==> config.mk <==
export PLATFORM = sky130hd
export DESIGN_NAME = bp_fe_bht_2lvl
export DESIGN_NICKNAME = d
export VERILOG_FILES = /design/src/rtl/bp_fe_bht_2lvl.sv
export SDC_FILE = /design/constraint.sdc
export NUM_CORES = 2
export LEC_CHECK = 0
export BUFFER_PORTS_ARGS = -buffer_cell sky130_fd_sc_hd__buf_2
export CORE_MARGIN = 2
export CORE_UTILIZATION = 55
export CTS_CLUSTER_DIAMETER = 60
export DETAILED_ROUTE_END_ITERATION = 8
export HOLD_SLACK_MARGIN = 0.08
export MAX_ROUTING_LAYER = met4
export PLACE_DENSITY = 0.74
export SLEW_MARGIN = 20
export SYNTH_ARGS = -nofsm -noshare
export SYNTH_HDL_FRONTEND = slang
export SYNTH_SLANG_ARGS = --single-unit
==> constraint.sdc <==
create_clock -name clk_i -period 21.8 [get_ports clk_i]
set_input_delay 3.27 -clock clk_i [delete_from_list [all_inputs] [get_ports clk_i]]
set_output_delay 3.27 -clock clk_i [all_outputs]
set_load 0.005 [all_outputs]
==> src/rtl/bp_fe_bht_2lvl.sv <==
// Two-level branch direction predictor: a table of saturating counters indexed bimodally or by gshare.
// A clear sequencer fills the table after reset, and the prediction read is registered.
module bp_fe_bht_2lvl #(
    parameter int unsigned bht_idx_width_p = 9,
    parameter int unsigned ghist_width_p   = 8,
    parameter int unsigned ctr_width_p     = 2,
    parameter bit          hash_mode_p     = 1'b1
) (
    input  logic                       clk_i,
    input  logic                       reset_i,
    output logic                       init_done_o,
    input  logic                       r_v_i,
    input  logic [bht_idx_width_p-1:0] r_idx_i,
    output logic                       predict_v_o,
    output logic                       predict_o,
    output logic [bht_idx_width_p-1:0] predict_idx_o,
    input  logic                       w_v_i,
    input  logic [bht_idx_width_p-1:0] w_idx_i,
    input  logic                       w_taken_i,
    output logic [ghist_width_p-1:0]   ghist_o
);

    localparam int unsigned Entries = 1 << bht_idx_width_p;

    localparam logic [1:0] StReset = 2'd0;
    localparam logic [1:0] StClear = 2'd1;
    localparam logic [1:0] StRun   = 2'd2;

    localparam logic [ctr_width_p-1:0] CtrOne  = ctr_width_p'(1);
    localparam logic [ctr_width_p-1:0] CtrMax  = '1;
    localparam logic [ctr_width_p-1:0] CtrInit = ctr_width_p'((32'd1 << (ctr_width_p - 1)) - 32'd1);
    localparam logic [bht_idx_width_p-1:0] IdxLast = '1;

    logic [1:0]                 state_q, state_d;
    logic [bht_idx_width_p-1:0] clr_ptr_q;
    logic [ctr_width_p-1:0]     table_q [Entries];
    logic [ghist_width_p-1:0]   ghist_q, ghist_shift;
    logic                       predict_v_q, predict_q;
    logic [bht_idx_width_p-1:0] predict_idx_q;

    logic                       run;
    logic [bht_idx_width_p-1:0] ghist_ext, r_hidx;
    logic [ctr_width_p-1:0]     w_ctr, w_ctr_next;
    logic                       wr_en;
    logic [bht_idx_width_p-1:0] wr_idx;
    logic [ctr_width_p-1:0]     wr_val;

    assign run = (state_q == StRun);

    always_comb begin
        ghist_ext = '0;
        ghist_ext[ghist_width_p-1:0] = ghist_q;
        r_hidx = hash_mode_p ? (r_idx_i ^ ghist_ext) : r_idx_i;
    end

    if (ghist_width_p == 1) begin : g_ghist_one
        assign ghist_shift = w_taken_i;
    end else begin : g_ghist_many
        assign ghist_shift = {ghist_q[ghist_width_p-2:0], w_taken_i};
    end

    // StReset and StClear both write the clear pointer; StReset only marks the first clear cycle.
    always_comb begin
        state_d = state_q;
        if (!run && clr_ptr_q == IdxLast) begin
            state_d = StRun;
        end else if (state_q == StReset) begin
            state_d = StClear;
        end
    end

    always_comb begin
        w_ctr = table_q[w_idx_i];
        if (w_taken_i) begin
            w_ctr_next = (w_ctr == CtrMax) ? w_ctr : w_ctr + CtrOne;
        end else begin
            w_ctr_next = (w_ctr == '0) ? w_ctr : w_ctr - CtrOne;
        end
        wr_en  = 1'b0;
        wr_idx = w_idx_i;
        wr_val = w_ctr_next;
        if (!reset_i) begin
            if (!run) begin
                wr_en  = 1'b1;
                wr_idx = clr_ptr_q;
                wr_val = CtrInit;
            end else begin
                wr_en = w_v_i;
            end
        end
    end

    // Table has no reset; the clear sequencer initialises it.
    always_ff @(posedge clk_i) begin
        if (wr_en) begin
            table_q[wr_idx] <= wr_val;
        end
    end

    always_ff @(posedge clk_i) begin
        if (reset_i) begin
            state_q       <= StReset;
            clr_ptr_q     <= '0;
            ghist_q       <= '0;
            predict_v_q   <= 1'b0;
            predict_q     <= 1'b0;
            predict_idx_q <= '0;
        end else begin
            state_q     <= state_d;
            predict_v_q <= run && r_v_i;
            if (!run) begin
                clr_ptr_q <= clr_ptr_q + 1'b1;
            end
            // Read sees the pre-write counter and the pre-shift history.
            if (run && r_v_i) begin
                predict_q     <= table_q[r_hidx][ctr_width_p-1];
                predict_idx_q <= r_hidx;
            end
            if (run && w_v_i) begin
                ghist_q <= ghist_shift;
            end
        end
    end

    assign init_done_o   = run;
    assign predict_v_o   = predict_v_q;
    assign predict_o     = predict_q;
    assign predict_idx_o = predict_idx_q;
    assign ghist_o       = ghist_q;

endmodule

## After elaboration in Yosys (flattened, before gate mapping)

Memory sizes are Yosys's and may differ from the RTL's. A register that Yosys moved wholly into a read port is not among the register bits.
Cells that the tools add are included.

- Add/subtract/negate cells: 3
- Equal/unequal tests: 3
- Multiplexer cells: 13
- Bitwise logic cells: 1
- Reductions and logical operators: 8

Operators by type and width:

| kind | number |
|---|---|
| 2-to-1 mux 9 bit | 2 |
| 2-to-1 mux 2 bit | 7 |
| adder 9 x 1 -> 9 bit (second input constant) | 1 |
| == test 9 bit (second input constant) | 1 |
| bitwise XOR 9 x 8 -> 9 bit | 1 |
| == test 2 bit (second input constant) | 2 |
| zero test 2 bit | 2 |
| 2-to-1 mux 1 bit | 4 |
| logical AND 1 bit | 3 |
| adder 2 x 1 -> 2 bit (second input constant) | 1 |
| nonzero test 2 bit | 1 |
| OR reduction 2 bit | 1 |
| subtractor 2 x 1 -> 2 bit (second input constant) | 1 |
| zero test 1 bit | 1 |

- Bits in registers: 29
- Bits in writable memories: 1024
- Bits of input ports: 23
- Memories: 1

Memory list:

| memory | depth | bits a word | rd ports | clocked after memory_dff | wr ports | line | text |
|---|---|---|---|---|---|---|---|
| table_q | 512 | 2 | 2 | 1 | 1 | 36 | `logic [ctr_width_p-1:0] table_q [Entries];` |

## Depth between registers and ports, before layout

An unclocked memory read counts as a cell.

- Depth after elaboration: 6
- Gate-level depth with buffers: 14

## Worst setup path after synthesis

Ideal clock, no wire load.

- Path type: input-to-reg
- From: input port w_idx_i[0]
- To: memory table_q[0][1], data pin
- Data arrival time: 18944 ps
- Data required time: 18837 ps
- Setup slack: -107 ps
- Cell stages on the path: 14
- Path buffers: 5
- Path through: buf_4 -> buf_8 -> buf_8 -> buf_6 -> buf_6 -> mux2i_1 -> o221ai_1 -> a21oi_1 -> nor3_1 -> o2111ai_1 -> o22ai_1 -> nor3_2 -> nor2b_1 -> o22ai_1

- Longest elaborated chain between the ends: 6
- Elaborated cells between the ends (all ways): 10
- Classes of those cells: 2 x add/sub; 1 x eq/ne; 5 x mux; 1 x reduce/logical; 1 x memory

Ends and longest elaborated chain:

| item | line | text |
|---|---|---|
| from (decl) | 18 | `input logic [bht_idx_width_p-1:0] w_idx_i,` |
| memory read (512 x 2 bit) (*) | n/a |  |
| subtractor 2 x 1 -> 2 bit (tied with other cells) | 77 | `w_ctr_next = (w_ctr == '0) ? w_ctr : w_ctr - CtrOne;` |
| 2-to-1 mux 2 bit (on tied branches) | 77, 75 |  |
| 2-to-1 mux 2 bit (*) | 74 | `if (w_taken_i) begin` |
| 2-to-1 mux 2 bit | 83 | `if (!run) begin` |
| 2-to-1 mux 2 bit (*) | 82 | `if (!reset_i) begin` |
| net wr_val[1] | 46 | `logic [ctr_width_p-1:0] wr_val;` |
| to (decl) | 36 |  |

The timed path passes the listed nets; every way through them passes the cells marked *.

## Worst setup path in the final report

- From: input port w_idx_i[1]
- To: memory table_q[428][0], data pin

The elaborated chain is that of the path after synthesis.

==> impl_metrics.json <==
{
  "status": "finished clean",
  "synth_compound_area_share_pct": 5.721,
  "gp_congestion": 0.9388,
  "firstDrtPassIters": 6,
  "viasPerCell": 6.980,
  "place_area_um2": 48800,
  "ir_worst_vdd_mv": 0.1023,
  "finalSetupViolCount": 0,
  "fin_crit_ns": 9.659,
  "die_area_um2": 89060,
  "htree_levels": 3,
  "sw_frac_of_total_pct": 23.31,
  "grt_pass1_wl_um": 195000,
  "grt_pass1_vias": 29889,
  "fillerInstances": 6170,
  "p_leak_nw": 16.30,
  "wl_um": 132500,
  "nNetsFinal": 3100,
  "netSwitchingPower_mw": 1.037,
  "n_antenna_cell": 0,
  "die_w_um": 298.4,
  "antenna_found_initial": 0,
  "num_vias": 30033,
  "path_clk_slew_ns": 0.06,
  "cts_root_buffer": "clkbuf_16",
  "grt-ovfl-total": 0,
  "synth-seq-cells": 1054,
  "postCtsSetupRepairBufs": 0,
  "first_iter_violations": 4632,
  "synth-xor-area-share_pct": 0.4409,
  "power_frac_comb_pct": 8.3,
  "rsz0062_at_grt": "false",
  "synth_edf_count": 1024,
  "min_period_over_period_pct": 44.31,
  "path_delay_family": "buffers and inverters",
  "powerDensity_nw_per_um2": 85.20,
  "grt_use_total_pct": 30.67,
  "wl_per_cell_um": 30.80,
  "start_kind": "input port",
  "cp_slowest_cell": "buf_4",
  "synth_top_area_cell": "edfxtp_1",
  "io_buffers": 42,
  "slowest_delay_ns": 0.84,
  "numPlacedInstances": 4111,
  "synth.distinct_cells": 66,
  "maxSlewHeadroom_pct": 19.75,
  "crit_chain": "buf_8 > buf_4 > buf_4 > mux4_2 > a22o_1 > a311oi_1 > nand3_1 > a21oi_1 > o22ai_1 > nor3_2 > a21oi_1 > o21ai_4 > buf_4 > buf_12 > buf_12 > buf_12",
  "die_y_um": 298.4,
  "cp_num_buf_inv": 7,
  "multi_input_comb_area_um2": 15210,
  "dpl.hpwl_um": 78230,
  "synth_fa_ha_area_share_pct": 0.05248,
  "p_clk_share_pct": 40.0,
  "stdcell_count": 4303,
  "p_int_mw": 3.412,
  "pwr-share-seq_pct": 51.7,
  "clockBufferDepth": 3,
  "synth_common_cells": "1024 x edfxtp_1, 577 x nor2_1, 269 x mux4_2",
  "ys_warn_count": 0,
  "min_path_type": "reg2reg",
  "synthesis.nets": 3130,
  "drcViolationCount": 0,
  "synth_top_area_share_pct": 64.49,
  "syn_area_per_cell_um2": 15.36,
  "cts_buffers": 104,
  "cp.arrival_ns": 9.98,
  "fin_skew_ns": 0.03331,
  "ioPinCount": 43,
  "fmax_ghz": 0.1035,
  "critPathKind": "in2reg",
  "muxShareOfSynthArea_pct": 17.62,
  "worstMarginPinSlew_ns": 1.200,
  "postSynth.asyncResetShare_pct": 0,
  "ant_nets": 0,
  "synthSimpleGateAreaFrac_pct": 7.647,
  "maxCapViolations": 0,
  "seq_area_frac_synth_pct": 65.75,
  "synth_cells": 3105,
  "fin_area_um2": 52220,
  "cts_tree": "built",
  "synth_area_leaders": "edfxtp_1 64%, mux4_2 13%, mux2i_1 4.9%, nor2_1 4.5%, a22oi_1 1.3%",
  "crit_fanout": 264,
  "area_growth_pct": 9.518,
  "maxSlewViolCount": 0,
  "cts_resized": 0,
  "clock-sinks": 1054,
  "start_util_pct": 55.74,
  "synthesis.area_um2": 47680,
  "yosysMostFrequentCell": "edfxtp_1",
  "drive_above_1_share_pct": 18.01,
  "cp-end-kind": "register",
  "rows": 107,
  "clock_insertion_delay_worst_skew_ns": 0.70,
  "finalHoldViolCount": 0,
  "seqCellArea_um2": 31350,
  "core_area_um2": 85550,
  "hold_buffers": 0,
  "grt_max_degree": 281,
  "tns_ns": 0,
  "synth_top_family_by_area": "multiplexers",
  "postSynth.topFlopCell": "edfxtp_1",
  "cp.required_ns": 22.12
}
through the flow:
step                      worst slack (ns)  utilization, %  hold slack (ns)  total power, mW
after detailed placement             11.69           57.05           0.4686            2.702
after CTS                            12.41           60.96           0.4790            4.446
after global routing                 12.00           61.04           0.4971            4.554
after global placement               11.70           56.96           0.4442            2.689
after floorplan                      1.374               -           0.4409            2.637
final                                12.14           61.04           0.4781            4.449
sequential cells by signal (all words and copies together), names as in the netlist:
register	count
table_q	1024
state_q	2
predict_idx_o	9
ghist_o	8
predict_o	1
predict_v_o	1
clr_ptr_q	9
final timing paths:
check / from / end / slack [ns] / cells after the start
hold / removal: predict_idx_o[8] / predict_idx_o[8] / 0.48 / 2
hold reg to reg: predict_idx_o[8] / predict_idx_o[8] / 0.48 / 2
setup / recovery: w_idx_i[1] / table_q[428][0] / 12.14 / 16
setup reg to reg: table_q[387][0] / table_q[428][0] / 16.32 / 12
cell type report:
class                      instances  area share [%]
clock inverter                    62           1.114
multi-input combinational       1800           29.12
sequential                      1054           60.04
timing repair buffer             108           1.639
clock buffer                     128           5.295
tap                             1144           2.741
inverter                           7         0.05032
worst register-to-register path: cells and delay by family (launching register included):
family          cells  cell delay, ns
compound gates      6            2.04
buf+inv             4            1.67
mux                 1            0.47
flops               1            0.39
simple gates        1            0.28
logic make-up (layout without fill, tap and decap cells):
kind of cell | after synthesis | in the layout
flops | 1054 | 1054
simple gates | 877 | 877
fa+ha+maj | 2 | 2
mux | 503 | 503
xor+xnor | 21 | 21
buf+inv | 251 | 305
compound gates | 397 | 397
placed cells by master (no fill, tap or decap), types with 50 or more instances in the layout:
cell type	Yosys	layout
mux4_2	269	269
o221ai_1	50	50
nand2_1	147	134
nor2_1	577	573
buf_4	21	56
a22oi_1	83	83
clkbuf_16	0	106
mux2i_1	234	234
a21oi_1	104	104
nand3_1	52	51
edfxtp_1	1024	1024
metal layers:
metal / track usage [%] / wire length, um
met5: - / 0
met3: 6.739 / 16930
met1: 40.03 / 46160
met4: 15.12 / 7936
met2: 45.96 / 61490
power by group through the flow:
stage | Clock, mW | Combinational, mW | Sequential [mW]
2_1_floorplan | 0 | 0.221 | 2.42
3_3_place_gp | 0 | 0.343 | 2.35
3_5_place_dp | 0 | 0.356 | 2.35
4_1_cts | 1.79 | 0.357 | 2.30
5_1_grt | 1.87 | 0.387 | 2.30
6_report | 1.78 | 0.370 | 2.30
Power figures use the tool's default switching activity.
